==> src/rtl/count_cmd_seq.sv <==
`default_nettype none
// ============================================================================
//  Module      : count_cmd_seq
//  Description : Command sequencer for a saturating up/down counter.
//                Accepts opcode/operand commands over valid/ready, queues
//                them in a small FIFO, and replays each one as registered
//                per-cycle counter strobes (reset, load, set-max, up, down)
//                plus the data value. At most one strobe is high per cycle.
//  Ports       : clk, rst           - clock, synchronous active-high reset
//                cmd_valid/ready    - command handshake
//                cmd_op, cmd_data   - opcode (3 bits) and N-bit operand
//                cnt_rst, up, down,
//                load, max          - counter control strobes (registered)
//                data_out           - counter data input (registered)
//                busy               - FSM running or commands queued
//                fifo_count         - number of queued commands
//  Revision    : 1.0 - initial release
// ============================================================================
module count_cmd_seq #(
    parameter int N     = 4,
    parameter int DEPTH = 4
) (
    input  logic                     clk,
    input  logic                     rst,
    input  logic                     cmd_valid,
    output logic                     cmd_ready,
    input  logic [2:0]               cmd_op,
    input  logic [N-1:0]             cmd_data,
    output logic                     cnt_rst,
    output logic                     up,
    output logic                     down,
    output logic                     load,
    output logic                     max,
    output logic [N-1:0]             data_out,
    output logic                     busy,
    output logic [$clog2(DEPTH):0]   fifo_count
);

    localparam int AW = $clog2(DEPTH);
    localparam int CW = AW + 1;

    localparam logic [2:0] c_OP_RST    = 3'd1;
    localparam logic [2:0] c_OP_LOAD   = 3'd2;
    localparam logic [2:0] c_OP_SETMAX = 3'd3;
    localparam logic [2:0] c_OP_UP     = 3'd4;
    localparam logic [2:0] c_OP_DOWN   = 3'd5;

    typedef enum logic [0:0] {
        S_IDLE = 1'b0,
        S_RUN  = 1'b1
    } state_t;

    // FSM and output registers
    state_t         state_q, state_d;
    logic [N-1:0]   rem_q, rem_d;
    logic           cnt_rst_q, cnt_rst_d;
    logic           up_q, up_d;
    logic           down_q, down_d;
    logic           load_q, load_d;
    logic           max_q, max_d;
    logic [N-1:0]   data_q, data_d;

    // FIFO storage and pointers; entries are {op, data}
    logic [N+2:0]   mem_q [DEPTH];
    logic [AW-1:0]  wr_ptr_q, wr_ptr_d;
    logic [AW-1:0]  rd_ptr_q, rd_ptr_d;
    logic [CW-1:0]  count_q, count_d;

    logic           w_push;
    logic           w_pop;
    logic           w_empty;
    logic [2:0]     w_head_op;
    logic [N-1:0]   w_head_data;

    assign w_empty     = (count_q == '0);
    // Full blocks acceptance even if the head is popped on the same edge.
    assign cmd_ready   = (count_q != CW'(DEPTH));
    assign w_push      = cmd_valid & cmd_ready;
    assign w_head_op   = mem_q[rd_ptr_q][N+2:N];
    assign w_head_data = mem_q[rd_ptr_q][N-1:0];

    // A new command is issued when idle or on the last cycle of a repeat.
    assign w_pop = !w_empty && ((state_q == S_IDLE) || (rem_q == '0));

    always_comb begin
        state_d   = state_q;
        rem_d     = rem_q;
        cnt_rst_d = cnt_rst_q;
        up_d      = up_q;
        down_d    = down_q;
        load_d    = load_q;
        max_d     = max_q;
        data_d    = data_q;

        if (w_pop) begin
            cnt_rst_d = 1'b0;
            up_d      = 1'b0;
            down_d    = 1'b0;
            load_d    = 1'b0;
            max_d     = 1'b0;
            data_d    = '0;
            rem_d     = '0;
            state_d   = S_RUN;
            case (w_head_op)
                c_OP_RST:    cnt_rst_d = 1'b1;
                c_OP_LOAD: begin
                    load_d = 1'b1;
                    data_d = w_head_data;
                end
                c_OP_SETMAX: begin
                    max_d  = 1'b1;
                    data_d = w_head_data;
                end
                // rem counts the extra cycles, so operand d gives d+1 cycles
                c_OP_UP: begin
                    up_d  = 1'b1;
                    rem_d = w_head_data;
                end
                c_OP_DOWN: begin
                    down_d = 1'b1;
                    rem_d  = w_head_data;
                end
                default: ; // NOP and reserved: one RUN cycle, strobes low
            endcase
        end else if ((state_q == S_RUN) && (rem_q != '0)) begin
            rem_d = rem_q - N'(1);
        end else begin
            cnt_rst_d = 1'b0;
            up_d      = 1'b0;
            down_d    = 1'b0;
            load_d    = 1'b0;
            max_d     = 1'b0;
            data_d    = '0;
            rem_d     = '0;
            state_d   = S_IDLE;
        end
    end

    always_comb begin
        wr_ptr_d = w_push ? (wr_ptr_q + AW'(1)) : wr_ptr_q;
        rd_ptr_d = w_pop  ? (rd_ptr_q + AW'(1)) : rd_ptr_q;
        count_d  = count_q;
        case ({w_push, w_pop})
            2'b10:   count_d = count_q + CW'(1);
            2'b01:   count_d = count_q - CW'(1);
            default: count_d = count_q;
        endcase
    end

    always_ff @(posedge clk) begin
        if (rst) begin
            state_q   <= S_IDLE;
            rem_q     <= '0;
            cnt_rst_q <= 1'b0;
            up_q      <= 1'b0;
            down_q    <= 1'b0;
            load_q    <= 1'b0;
            max_q     <= 1'b0;
            data_q    <= '0;
            wr_ptr_q  <= '0;
            rd_ptr_q  <= '0;
            count_q   <= '0;
        end else begin
            state_q   <= state_d;
            rem_q     <= rem_d;
            cnt_rst_q <= cnt_rst_d;
            up_q      <= up_d;
            down_q    <= down_d;
            load_q    <= load_d;
            max_q     <= max_d;
            data_q    <= data_d;
            wr_ptr_q  <= wr_ptr_d;
            rd_ptr_q  <= rd_ptr_d;
            count_q   <= count_d;
            if (w_push) begin
                mem_q[wr_ptr_q] <= {cmd_op, cmd_data};
            end
        end
    end

    assign cnt_rst    = cnt_rst_q;
    assign up         = up_q;
    assign down       = down_q;
    assign load       = load_q;
    assign max        = max_q;
    assign data_out   = data_q;
    assign busy       = (state_q == S_RUN) || !w_empty;
    assign fifo_count = count_q;

endmodule
`default_nettype wire

==> config.mk <==
export PLATFORM = sky130hd
export DESIGN_NAME = count_cmd_seq
export DESIGN_NICKNAME = d
export VERILOG_FILES = /design/src/rtl/count_cmd_seq.sv
export SDC_FILE = /design/constraint.sdc
export NUM_CORES = 1
export LEC_CHECK = 0
export BUFFER_PORTS_ARGS = -buffer_cell sky130_fd_sc_hd__buf_2
export CORE_UTILIZATION = 55
export DETAILED_ROUTE_END_ITERATION = 6
export GPL_ROUTABILITY_DRIVEN = 0
export GPL_TIMING_DRIVEN = 0
export PLACE_DENSITY = 0.81
export SYNTH_ARGS = -nofsm -noshare
export SYNTH_HDL_FRONTEND = slang
export SYNTH_SLANG_ARGS = --single-unit
export TNS_END_PERCENT = 50
==> constraint.sdc <==
create_clock -name clk -period 3.6 [get_ports clk]
set_input_delay 0.72 -clock clk [delete_from_list [all_inputs] [get_ports clk]]
set_output_delay 0.72 -clock clk [all_outputs]
set_load 0.005 [all_outputs]
Word level (Yosys, flattened, before mapping)
Memories as Yosys holds them, arrays and structs flattened. A register that Yosys moved wholly into a read port is not among the register bits.
Cells that the tools add are included.
{"block": "op_classes", "n_addsub": 5, "n_eq_ne": 9, "n_mux": 24, "bitwise_logic": 2, "n_reduce_logical": 11}
{"cell": "4-bit 2-to-1 mux", "n": 6}
{"cell": "1-bit 2-to-1 mux", "n": 15}
{"cell": "3-bit by 2-bit equality test with 1-bit output (second input constant)", "n": 2}
{"cell": "3-bit equality test (second input constant)", "n": 2}
{"cell": "3-bit one-hot mux with 2 select lines", "n": 1}
{"cell": "2-bit by 1-bit adder with 2-bit output (second input constant)", "n": 2}
{"cell": "4-bit logical NOT", "n": 1}
{"cell": "2-bit 2-to-1 mux", "n": 2}
{"cell": "4-bit nonzero test", "n": 1}
{"cell": "2-bit OR reduction", "n": 2}
{"cell": "4-bit by 1-bit subtractor with 4-bit output (second input constant)", "n": 1}
{"cell": "3-bit by 1-bit adder with 3-bit output (second input constant)", "n": 1}
{"cell": "3-bit by 1-bit equality test with 1-bit output (second input constant)", "n": 1}
{"cell": "3-bit logical NOT", "n": 1}
{"cell": "3-bit inequality test (second input constant)", "n": 1}
{"cell": "3-bit by 1-bit subtractor with 3-bit output (second input constant)", "n": 1}
{"cell": "2-bit by 1-bit equality test with 1-bit output (second input constant)", "n": 1}
{"cell": "2-bit equality test (second input constant)", "n": 1}
{"cell": "1-bit logical AND", "n": 2}
{"cell": "1-bit logical OR", "n": 2}
{"cell": "2-bit inequality test (second input constant)", "n": 1}
{"cell": "2-bit nonzero test", "n": 1}
{"cell": "1-bit bitwise AND", "n": 1}
{"cell": "1-bit logical NOT", "n": 1}
{"cell": "1-bit NOT", "n": 1}
{"block": "word_totals", "reg_bits": 21, "ramBits": 28, "in_bits": 10, "out_inout_bits": 14, "word_cells": 63, "memories": 1}
{"memory": "mem_q", "words": 4, "width": 7, "read_ports": 1, "rd_ports_with_merged_regs": 1, "wr": 1, "line": "64", "text": "logic [N+2:0] mem_q [DEPTH];"}

Logic depth before layout (Yosys ltp)
Gate-level depths: netlist of run 1.
{"block": "logic_depth", "ltp_word": 5, "mapped_depth": 10, "mapped_depth_nobuf": 9}

Worst setup path after synthesis of run 1
No wires, ideal clock.
{"block": "synth_path", "kind": "reg2reg", "from": "reg rem_q[0]", "to": "reg count_q[2], in the netlist fifo_count[2]", "t_arrival_ps": 2181, "t_required_ps": 3529, "slack_ps": 1349, "stages_incl_launch_ff": 11, "path_buffers": 1, "period_less_slack_ps": 2251, "cell_sequence": "dfxtp_1 -> inv_1 -> ha_1 -> nor3b_1 -> o21a_1 -> buf_4 -> ha_1 -> fa_1 -> xnor2_1 -> or3_1 -> a21oi_1"}
{"block": "synth_via", "elab_chain_cells": 5, "word_cells_on_any_way": 7, "classes_between": "eq/ne (2); mux (1); reduce/logical (4)"}
{"item": "start: declaration", "line": "55", "text": "logic [N-1:0] rem_q, rem_d;"}
{"item": "start signal: assignment", "line": "165", "text": "rem_q <= rem_d;"}
{"item": "4-bit logical NOT (*)", "line": "83", "text": "assign w_pop = !w_empty && ((state_q == S_IDLE) || (rem_q == '0));"}
{"item": "1-bit logical OR (*)", "line": "83"}
{"item": "1-bit logical AND (*)", "line": "83"}
{"item": "2-bit by 1-bit equality test with 1-bit output or 2-bit equality test (tied branches)", "line": "143", "text": "case ({w_push, w_pop})"}
{"item": "3-bit one-hot mux with 2 select lines or 2-bit nonzero test (tied branches)"}
{"item": "end signal: assignment", "line": "174", "text": "count_q <= count_d;"}
{"item": "end: declaration", "line": "67", "text": "logic [CW-1:0] count_q, count_d;"}
Mark *: on every way between the ends. The rest lies on a longest branch, timed or not.
A chain may end at the register's enable or synchronous reset.

Worst setup path in the final report of run 1
Same ends and word-level chain as after synthesis.

==> results.yml, run 1 <==
clock_network:
  clock_path_buffers: 2
  cts_tree: "done"
  clock-sinks: 51
  h-tree-depth: 2
  clkSlewWorstSetupHoldPaths_ns: 0.09
  cts-root-buf: "clkbuf_8"
  cts_made_buffers: 5
  cts_setup_buffers: 0
  clk_latency_ns: 0.30
  cts_hold_buf: 0
  cts_resized: 0
drt:
  via_per_inst: 5.52
  vias: 1298
  drt-pass1-iter-count: 4
  wl_per_cell_um: 15.8
  totalWireLength_mm: 3.72
  drc: 0
  drtAntennaViolNets: 0
  drtIter0Drc: 108
sta:
  min_period_over_period: 0.689
  skew_ns: 0.00598
  rsz0062_at_grt: "no"
  fmax_mhz: 403
  period_minus_slack_ns: 2.48
  worst_slew_pin_slew_ns: 0.647
  drv_slew: 0
  finalSetupViolCount: 0
  fin_worst_hold_slack_ns: 0.458
  hold_viol: 0
  slew_headroom: 0.568
  final.setup.tns_ns: 0
layout:
  nFillCells: 296
  fin_nets: 204
  multi_input_comb_area_um2: 737
  seqCellArea_um2: 1300
  drive_above_1_share: 0.214
  utilization: 0.644
  synthToLayoutAreaGrowth_pct: 12.7
  n_antenna_cell: 0
critical_path:
  startpoint_type: "flop"
  critPathMaxFanout: 10
  worst_setup_path_end_kind: "flop"
  cp.required_ns: 3.84
  startpoint: "rem_q[0]"
  r2r_slack_ns: 1.12
  worst-setup-path-type: "flop to flop"
  reg2reg_from: "rem_q[0]"
  rr_worst_depth: 10
  cp.arrival_ns: 2.72
  worst_r2r_endpoint: "fifo_count[2]"
global_route:
  antenna_found_initial: 0
  grt_overflow: 0
  grt_pass1_vias: 1346
  grt_max_degree: 18
  grt_pass1_wl_mm: 5.96
  grt.total_usage: 0.202
logic_synthesis:
  synth.distinct_cells: 34
  synth_ff_type: "edfxtp_1"
  netlist_area_um2: 2090
  synth_edf_count: 28
  yosysSeqAreaShare: 0.622
  ys_warn_count: 0
  syn-num-nets: 174
  ys_top_cells_by_area: "edfxtp_1 (40%), dfxtp_1 (22%), mux4_1 (5.0%)"
  synth_cells: 156
  ys_async_sr_fraction: 0
  ys_seq_elements: 51
  avgSynthCellArea_um2: 13.4
  yosys.area.top_type: "edfxtp_1"
  yosys.area.top_type_share: 0.402
worst_hold_path:
  min_path_type: "flop to flop"
  min_path_cells: 2
  worstHoldStart: "up"
  hold_path_end: "up"
die:
  ios: 24
  rows: 22
  die_area_um2: 4050
  core_um2: 3660
  die_h_um: 63.7
  initial_core_util: 0.571
  die_x_um: 63.7
placement:
  hpwl_mm: 2.61
  numPortBuffers: 23
run:
  drv_cap: 0
power:
  totalPowerFinal_mw: 1.60
  ir_worst_vdd_mv: 0.460
  leakagePower_nw: 0.886
  powerDensity_nw_per_um2: 680
run_status:
  status: "finished clean"
## kinds of logic (layout without fill, tap and decap cells)
logic type               count (synthesis)  after routing  synth area share
AO/OA/AOI/OAI                           24             24            0.0789
flip-flops                              51             51             0.622
XOR/XNOR                                 7              7            0.0293
buffers and inverters                   11             42            0.0257
multiplexers                            10             10            0.0861
AND/OR/NAND/NOR                         45             45             0.106
adder cells (fa/ha/maj)                  8              8            0.0514
## metrics by stage
stage          cell area, um^2  std cells  worst slack, ns
5_1_grt                   2360        235            0.938
3_5_place_dp              2270        227             1.17
6_report                  2360        235             1.12
3_3_place_gp              2270        227             1.20
4_1_cts                   2360        235             1.13
2_1_floorplan             2090        156             1.35
## flip-flops by register name, indices dropped and copies added, names as in the netlist, named ones only
signal	cells
rem_q	4
cnt_rst	1
fifo_count	3
state_q	1
up	1
down	1
max	1
mem_q	28
load	1
wr_ptr_q	2
rd_ptr_q	2
data_out	4
## final cells by class
class | instances | area share
plain buffers | 6 | 0.0149
clock buffers | 5 | 0.0292
clock inverters | 3 | 0.00955
inverters | 5 | 0.00796
multi-input cells | 94 | 0.312
flip-flops and latches | 51 | 0.552
well taps | 48 | 0.0255
repair buffers | 23 | 0.0488
## cells in the mapped netlist, drive strengths merged, types with 3 or more instances
| library cell | n |
|---|---|
| mux4 | 5 |
| xnor2 | 3 |
| a22oi | 3 |
| a32oi | 3 |
| inv | 5 |
| mux2i | 3 |
| clkbuf | 4 |
| nand3 | 3 |
| edfxtp | 28 |
| xor2 | 4 |
| nor2 | 17 |
| nand2 | 11 |
| ha | 7 |
| a21oi | 9 |
| and2 | 4 |
| o2111ai | 4 |
| nor3 | 3 |
| dfxtp | 23 |
## worst max-delay path by stage
stage,endpoint,slack [ns],depth (start not counted)
final,fifo_count[2],1.12,10
after global routing,fifo_count[2],0.94,10
after CTS,fifo_count[2],1.13,10
after detailed placement,fifo_count[2],1.17,10
after global placement,fifo_count[2],1.20,10
after floorplan,fifo_count[2],1.35,10
## cells in the final DEF, fill, tap and decap left out
master and instances:
a21oi_1 9, a22oi_1 3, a31oi_1 1, a32oi_1 3, and2_1 4, buf_2 23
buf_4 1, buf_6 1, clkbuf_1 3, clkbuf_2 1, clkbuf_8 5, clkinv_2 1
dfxtp_1 23, edfxtp_1 28, fa_1 1, ha_1 7, inv_1 5, inv_6 2
mux2_2 2, mux2i_1 3, mux4_1 4, mux4_2 1, nand2_1 11, nand2b_1 1
nand3_1 3, nor2_1 17, nor2b_4 2, nor3_1 3, nor3b_1 1, o2111ai_1 4
o211a_1 1, o211ai_1 1, o21a_1 1, o21ai_0 1, or3_1 2, or3b_2 1
xnor2_1 3, xor2_1 4
## metal layers
layer / part of all wire / track usage
met2: 0.53 / 0.351
met1: 0.41 / 0.230
met3: 0.050 / 0.0580
met4: 0.015 / 0.0824
met5: 0 / 0
## critical path, stage by stage, from the launching register on
cell	delay, ns
dfxtp_1	0.33
inv_1	0.09
ha_1	0.15
nor3b_1	0.54
o21a_1	0.18
buf_4	0.17
ha_1	0.22
fa_1	0.19
xnor2_1	0.08
or3_1	0.31
a21oi_1	0.14
## where the power goes
group | leakage, nW | total (mW) | internal (mW) | switching [mW]
clock network | 0.0489 | 0.333 | 0.141 | 0.192
registers | 0.442 | 0.742 | 0.692 | 0.0503
logic | 0.395 | 0.529 | 0.233 | 0.297
Power figures use the tool's default switching activity.
==> run 2, diff against run 1 <==
--- a/config.mk
+++ b/config.mk
@@ -6,11 +6,11 @@
 export NUM_CORES = 1
 export LEC_CHECK = 0
 export BUFFER_PORTS_ARGS = -buffer_cell sky130_fd_sc_hd__buf_2
-export CORE_UTILIZATION = 55
+export CORE_UTILIZATION = 51
 export DETAILED_ROUTE_END_ITERATION = 6
 export GPL_ROUTABILITY_DRIVEN = 0
 export GPL_TIMING_DRIVEN = 0
-export PLACE_DENSITY = 0.81
+export PLACE_DENSITY = 0.79
 export SYNTH_ARGS = -nofsm -noshare
 export SYNTH_HDL_FRONTEND = slang
 export SYNTH_SLANG_ARGS = --single-unit
==> constraint.sdc (replaced) <==
create_clock -name clk -period 2 [get_ports clk]
set_input_delay 0.4 -clock clk [delete_from_list [all_inputs] [get_ports clk]]
set_output_delay 0.4 -clock clk [all_outputs]
set_load 0.005 [all_outputs]
==> run 2 against run 1 <==
  * The run now ends with negative setup slack left
  * Wire length increased by 1.7%
  * Utilization is 0.33 points higher
  * Final area up 4.3%
  * Die area up 7.6%
  * Maximum frequency is 15% higher
  * First-iteration DRC count rose by 13%
  * Sequential power up 81%
  * Clock skew increased by 0.0030 ns
  * Cell count up 0.85%
  * Worst setup slack got worse by 1.3 ns
  * Combinational power grew 100%
==> results.yml, run 2 (synthesis results as in run 1) <==
drt:
  drtAntennaViolNets: 0
  via_per_inst: 5.47
  totalWireLength_mm: 3.78
  drt-pass1-iter-count: 5
  vias: 1297
  drc: 0
  drtIter0Drc: 122
  wl_per_cell_um: 15.9
clock_network:
  clkSlewWorstSetupHoldPaths_ns: 0.09
  clk_latency_ns: 0.31
  cts_made_buffers: 5
  h-tree-depth: 2
  clock_path_buffers: 2
  cts_tree: "done"
  clock-sinks: 51
  cts-root-buf: "clkbuf_8"
  cts_hold_buf: 0
sta:
  finalSetupViolCount: 1
  period_minus_slack_ns: 2.16
  rsz0062_at_grt: "yes"
  drv_slew: 0
  fin_ws_ns: -0.161
  skew_ns: 0.00895
  min_period_over_period: 1.08
  fmax_mhz: 463
  worst_slew_pin_slew_ns: 0.524
  hold_viol: 0
  slew_headroom: 0.651
power:
  clockPowerShare: 0.257
  power.switching_mw: 0.995
  ir_worst_vdd_mv: 0.882
  leakagePower_nw: 0.917
  intPower_mw: 2.26
  power.share.sequential: 0.413
  combPwrFrac: 0.330
  sw_frac_of_total: 0.306
  powerDensity_nw_per_um2: 1320
critical_path:
  worst-setup-path-type: "flop to flop"
  worst_setup_path_end_kind: "flop"
  cp.required_ns: 2.24
  startpoint_type: "flop"
  critPathMaxFanout: 3
  cp.arrival_ns: 2.40
die:
  rows: 22
  die_area_um2: 4360
  initial_core_util: 0.551
  ios: 24
  die_h_um: 66.0
  core_um2: 3800
  die_x_um: 66.0
global_route:
  antenna_found_initial: 0
  grt_overflow: 0
  grt_pass1_wl_mm: 6.11
  grt.total_usage: 0.198
  grt_max_degree: 17
  grt_pass1_vias: 1304
placement:
  hpwl_mm: 2.69
  numPortBuffers: 23
  place_area_um2: 2300
  dp_worst_setup_slack_ns: -0.193
layout:
  fin_nets: 206
  drive_above_1_share: 0.270
  synthToLayoutAreaGrowth_pct: 17.6
  mostFrequentLayoutCell: "edfxtp_1"
  largest_register: "mem_q"
  mostFrequentLayoutCells: "edfxtp_1 (28), buf_2 (23), dfxtp_1 (20)"
  nFillCells: 279
  final_area_um2: 2460
  largest_reg_flops: 28
  n_antenna_cell: 0
run_status:
  status: "finished with violations"
  violations: "negative setup slack"
worst_hold_path:
  min_path_type: "input port to flop"
run:
  drv_cap: 0
[run 2: cell count changes in the layout (fill, tap and decap cells not counted), sizes merged]
cell,delta
bufinv,+2
clkinvlp,+1
inv,-2
buf,+2
clkinv,-1
[run 2: metrics by stage]
stage	util	setup TNS [ns]	total power, mW	hold WS (ns)	std cells
final	0.648	-0.161	3.26	0.302	237
after global routing	0.648	-0.269	3.43	0.289	237
after global placement	0.607	-0.128	2.33	0.442	227
after CTS	0.647	-0.171	3.25	0.300	237
after detailed placement	0.607	-0.247	2.38	0.454	227
after floorplan	-	-0.0717	2.12	0.447	156
[run 2: power groups by stage]
stage | logic, mW | registers, mW | clock network (mW)
after floorplan | 0.766 | 1.35 | 0
after global placement | 0.974 | 1.36 | 0
after detailed placement | 1.01 | 1.37 | 0
after CTS | 1.07 | 1.34 | 0.839
after global routing | 1.17 | 1.36 | 0.892
final | 1.08 | 1.34 | 0.837
[run 2: routing by layer]
metal | routed length [um] | global-route usage | vias to the layer above
met1 | 1620 | 0.235 | 614
li1 | - | - | 634
met5 | 0 | 0 | -
met3 | 178 | 0.0569 | 7
met4 | 44 | 0.0718 | 0
met2 | 1940 | 0.339 | 42
[run 2: path summary, 6_finish.rpt]
check                            startpoint            end  slack [ns]  cells past startpoint
worst max-delay path               rem_q[0]  fifo_count[2]       -0.16                     10
worst max register to register     rem_q[0]  fifo_count[2]       -0.16                     10
worst min register to register  data_out[3]    data_out[3]        0.47                      2
worst min-delay path            cmd_data[2]    mem_q[2][2]        0.30                      1
[run 2: layout make-up]
type | count | area, um^2 | area share
well taps | 48 | 60.1 | 0.0244
repair buffers | 25 | 130 | 0.0529
multi-input cells | 94 | 771 | 0.313
clock inverters | 3 | 67.6 | 0.0275
plain buffers | 6 | 38.8 | 0.0158
clock buffers | 5 | 68.8 | 0.0280
inverters | 5 | 18.8 | 0.00763
flip-flops and latches | 51 | 1310 | 0.531
[run 2: timing repair]
item / in CTS / in global routing
resized for setup: 1 / 1
setup buffers: 2 / 0
endpoints found under the setup margin: 2 / 2
cloned: 0 / 0
pin swaps: 1 / 1
[run 2: critical path: stages (launching register included)]
cell     delay [ns]
dfxtp_2        0.35
inv_2          0.05
ha_1           0.19
nor3b_4        0.15
o21a_1         0.18
buf_6          0.12
ha_4           0.16
fa_2           0.33
xnor2_1        0.14
or3_1          0.30
a21oi_1        0.12
==> run 3, diff against run 2 <==
--- a/config.mk
+++ b/config.mk
@@ -5,12 +5,13 @@
 export SDC_FILE = /design/constraint.sdc
 export NUM_CORES = 1
 export LEC_CHECK = 0
+export ABC_AREA = 1
 export BUFFER_PORTS_ARGS = -buffer_cell sky130_fd_sc_hd__buf_2
-export CORE_UTILIZATION = 51
+export CORE_UTILIZATION = 38
 export DETAILED_ROUTE_END_ITERATION = 6
 export GPL_ROUTABILITY_DRIVEN = 0
 export GPL_TIMING_DRIVEN = 0
-export PLACE_DENSITY = 0.79
+export PLACE_DENSITY = 0.63
 export SYNTH_ARGS = -nofsm -noshare
 export SYNTH_HDL_FRONTEND = slang
 export SYNTH_SLANG_ARGS = --single-unit
==> run 3 against run 2 <==
  * The flow now finishes without violations
  * Worst hold slack improved by 0.0091 ns
  * Combinational power increased by 36%
  * Wire length increased by 0.11%
  * Sequential power about the same
  * Die area increased by 44%
  * Maximum frequency increased by 13%
  * Flip-flop and latch count unchanged
  * Global-route usage decreased by 6.5 points
  * First-iteration DRC count decreased by 60%
  * Synthesized cell count increased by 51%
  * Worst setup slack improved by 0.26 ns
  * Clock skew increased by 0.0019 ns
  * Critical path type unchanged
  * Largest power group is now combinational logic
==> results.yml, run 3 <==
drt:
  drtIter0Drc: 49
  via_per_inst: 4.56
  totalWireLength_mm: 3.78
  vias: 1541
  drt-pass1-iter-count: 6
  drc: 0
  drtAntennaViolNets: 0
  wl_per_cell_um: 11.2
clock_network:
  clk_latency_ns: 0.30
  clock-sinks: 51
  cts_made_buffers: 5
  cts-root-buf: "clkbuf_8"
  clock_path_buffers: 2
  cts_hold_buf: 0
  clkSlewWorstSetupHoldPaths_ns: 0.10
  h-tree-depth: 2
  cts_tree: "done"
die:
  core_um2: 5640
  die_x_um: 79.3
  die_area_um2: 6280
  initial_core_util: 0.402
  rows: 27
  ios: 24
  die_h_um: 79.3
layout:
  synthToLayoutAreaGrowth_pct: 15.9
  mostFrequentLayoutCell: "nand2_1"
  largest_register: "mem_q"
  largest_reg_flops: 28
  fin_nets: 283
  n_antenna_cell: 0
  drive_above_1_share: 0.259
  mostFrequentLayoutCells: "nand2_1 (53), edfxtp_1 (28), nand3_1 (24), buf_2 (24), inv_1 (22)"
sta:
  skew_ns: 0.0108
  final.setup.tns_ns: 0
  min_period_over_period: 0.952
  period_minus_slack_ns: 1.90
  fin_ws_ns: 0.0951
  drv_slew: 0
  finalSetupViolCount: 0
  fmax_mhz: 525
  worst_slew_pin_slew_ns: 0.685
  hold_viol: 0
  slew_headroom: 0.542
global_route:
  grt_max_degree: 18
  grt.total_usage: 0.133
  grt_most_used_layer: "met2"
  grt_pass1_wl_mm: 6.33
  antenna_found_initial: 0
  grt.met2_usage: 0.219
  grt_pass1_vias: 1374
  grt_overflow: 0
  met1_usage: 0.163
  grtUsageMet3: 0.0379
logic_synthesis:
  synth_cells: 235
  ys_warn_count: 0
  ys_async_sr_fraction: 0
  synth_common_cells: "nand2_1 (54), edfxtp_1 (28), nand3_1 (25)"
  synth_edf_count: 28
  yosys.area.top_type_share: 0.371
  yosysSeqAreaShare: 0.574
  ys_top_cells_by_area: "edfxtp_1 (37%), dfxtp_1 (20%), nand2_1 (8.9%)"
  netlist_area_um2: 2270
  synth.distinct_cells: 24
  synth_ff_type: "edfxtp_1"
  ys_seq_elements: 51
  syn-num-nets: 253
  avgSynthCellArea_um2: 9.65
  post-synth-top-count-cell: "nand2_1"
  yosys.area.top_type: "edfxtp_1"
placement:
  dp_worst_setup_slack_ns: -0.181
  hpwl_mm: 2.79
  numPortBuffers: 22
power:
  leakagePower_nw: 1.07
  ir_worst_vdd_mv: 0.598
  powerDensity_nw_per_um2: 1350
worst_hold_path:
  min_path_type: "input port to flop"
  worstHoldStart: "cmd_data[3]"
run_status:
  status: "finished clean"
critical_path:
  startpoint_type: "flop"
  worst_r2r_endpoint: "fifo_count[2]"
  endpoint: "fifo_count[2]"
  worst_setup_path_end_kind: "flop"
  startpoint: "rem_q[0]"
  reg2reg_from: "rem_q[0]"
  worst-setup-path-type: "flop to flop"
  cp.required_ns: 2.19
  critPathMaxFanout: 9
  cp.arrival_ns: 2.09
  rr_worst_depth: 12
  r2r_slack_ns: 0.1
run:
  drv_cap: 0
-- run 3: changes by cell type after synthesis, moves of 7 or more --
cell	before	now
nand2_1	11	54
inv_1	5	23
nand3_1	3	25
a21oi_1	9	16
o21ai_0	1	8
nand2_2	0	11
-- run 3: routing by layer --
| metal | part of all wire | up-vias |
|---|---|---|
| li1 | - | 823 |
| met1 | 0.48 | 689 |
| met2 | 0.48 | 27 |
| met3 | 0.033 | 2 |
| met4 | 0.013 | 0 |
| met5 | 0 | - |
-- run 3: cell families after synthesis --
| kind of cell | count (synthesis) | share of synthesized area |
|---|---|---|
| and+or+nand+nor | 113 | 0.227 |
| DFF | 51 | 0.574 |
| buffers and inverters | 33 | 0.0756 |
| AOI/OAI and AO/OA | 28 | 0.0684 |
| adders and majority gates | 8 | 0.0474 |
| xor gates and xnor gates | 2 | 0.00772 |
-- run 3: per-stage QoR --
stage / area, um^2 / util / hold WS (ns) / power (mW) / cells
CTS: 2600 / 0.461 / 0.304 / 3.50 / 338
global route: 2630 / 0.466 / 0.296 / 3.87 / 338
floorplan: 2270 / - / 0.433 / 2.42 / 235
global placement: 2470 / 0.438 / 0.447 / 2.71 / 329
finish: 2630 / 0.466 / 0.311 / 3.55 / 338
detailed placement: 2470 / 0.438 / 0.450 / 2.74 / 329
-- run 3: final cells by class --
class / count / area [um^2]
Fill cell: 539 / 3010
Sequential cell: 51 / 1300
Buffer: 7 / 63.8
Inverter: 26 / 113
Clock buffer: 5 / 68.8
Timing Repair Buffer: 23 / 118
Clock inverter: 3 / 46.3
Tap cell: 72 / 90.1
Multi-Input combinational cell: 151 / 827
-- run 3: worst min-delay path by stage --
stage	to	cells past startpoint
2_1_floorplan	flop	2
3_3_place_gp	data_out[2]	2
3_5_place_dp	data_out[1]	2
4_1_cts	mem_q[1][1]	1
5_1_grt	mem_q[1][1]	1
6_report	mem_q[0][3]	1
-- run 3: power breakdown --
group          leakage [nW]  switching [mW]  internal (mW)  total (mW)
Combinational         0.575           0.885          0.588        1.47
Sequential            0.443          0.0860           1.28        1.36
Clock                0.0548           0.339          0.377       0.715
-- run 3: what timing repair did --
item | in CTS | in global routing
gates resized for setup | 5 | 8
pin swaps | 1 | 5
buffers inserted | 1 | 0
gates cloned | 0 | 0
hold endpoints to repair | 0 | 0
setup endpoints to repair | 2 | 2
-- run 3: worst max-delay path, cell delays in order (launching register included) --
cell and delay (ns):
dfxtp_2 0.33, inv_2 0.05, ha_1 0.20, nand3_2 0.06, nand2_2 0.09, nand2_4 0.10
inv_6 0.05, ha_4 0.17, fa_2 0.35, a21oi_2 0.12, o21ai_1 0.09, o21ai_1 0.14
a21oi_1 0.05
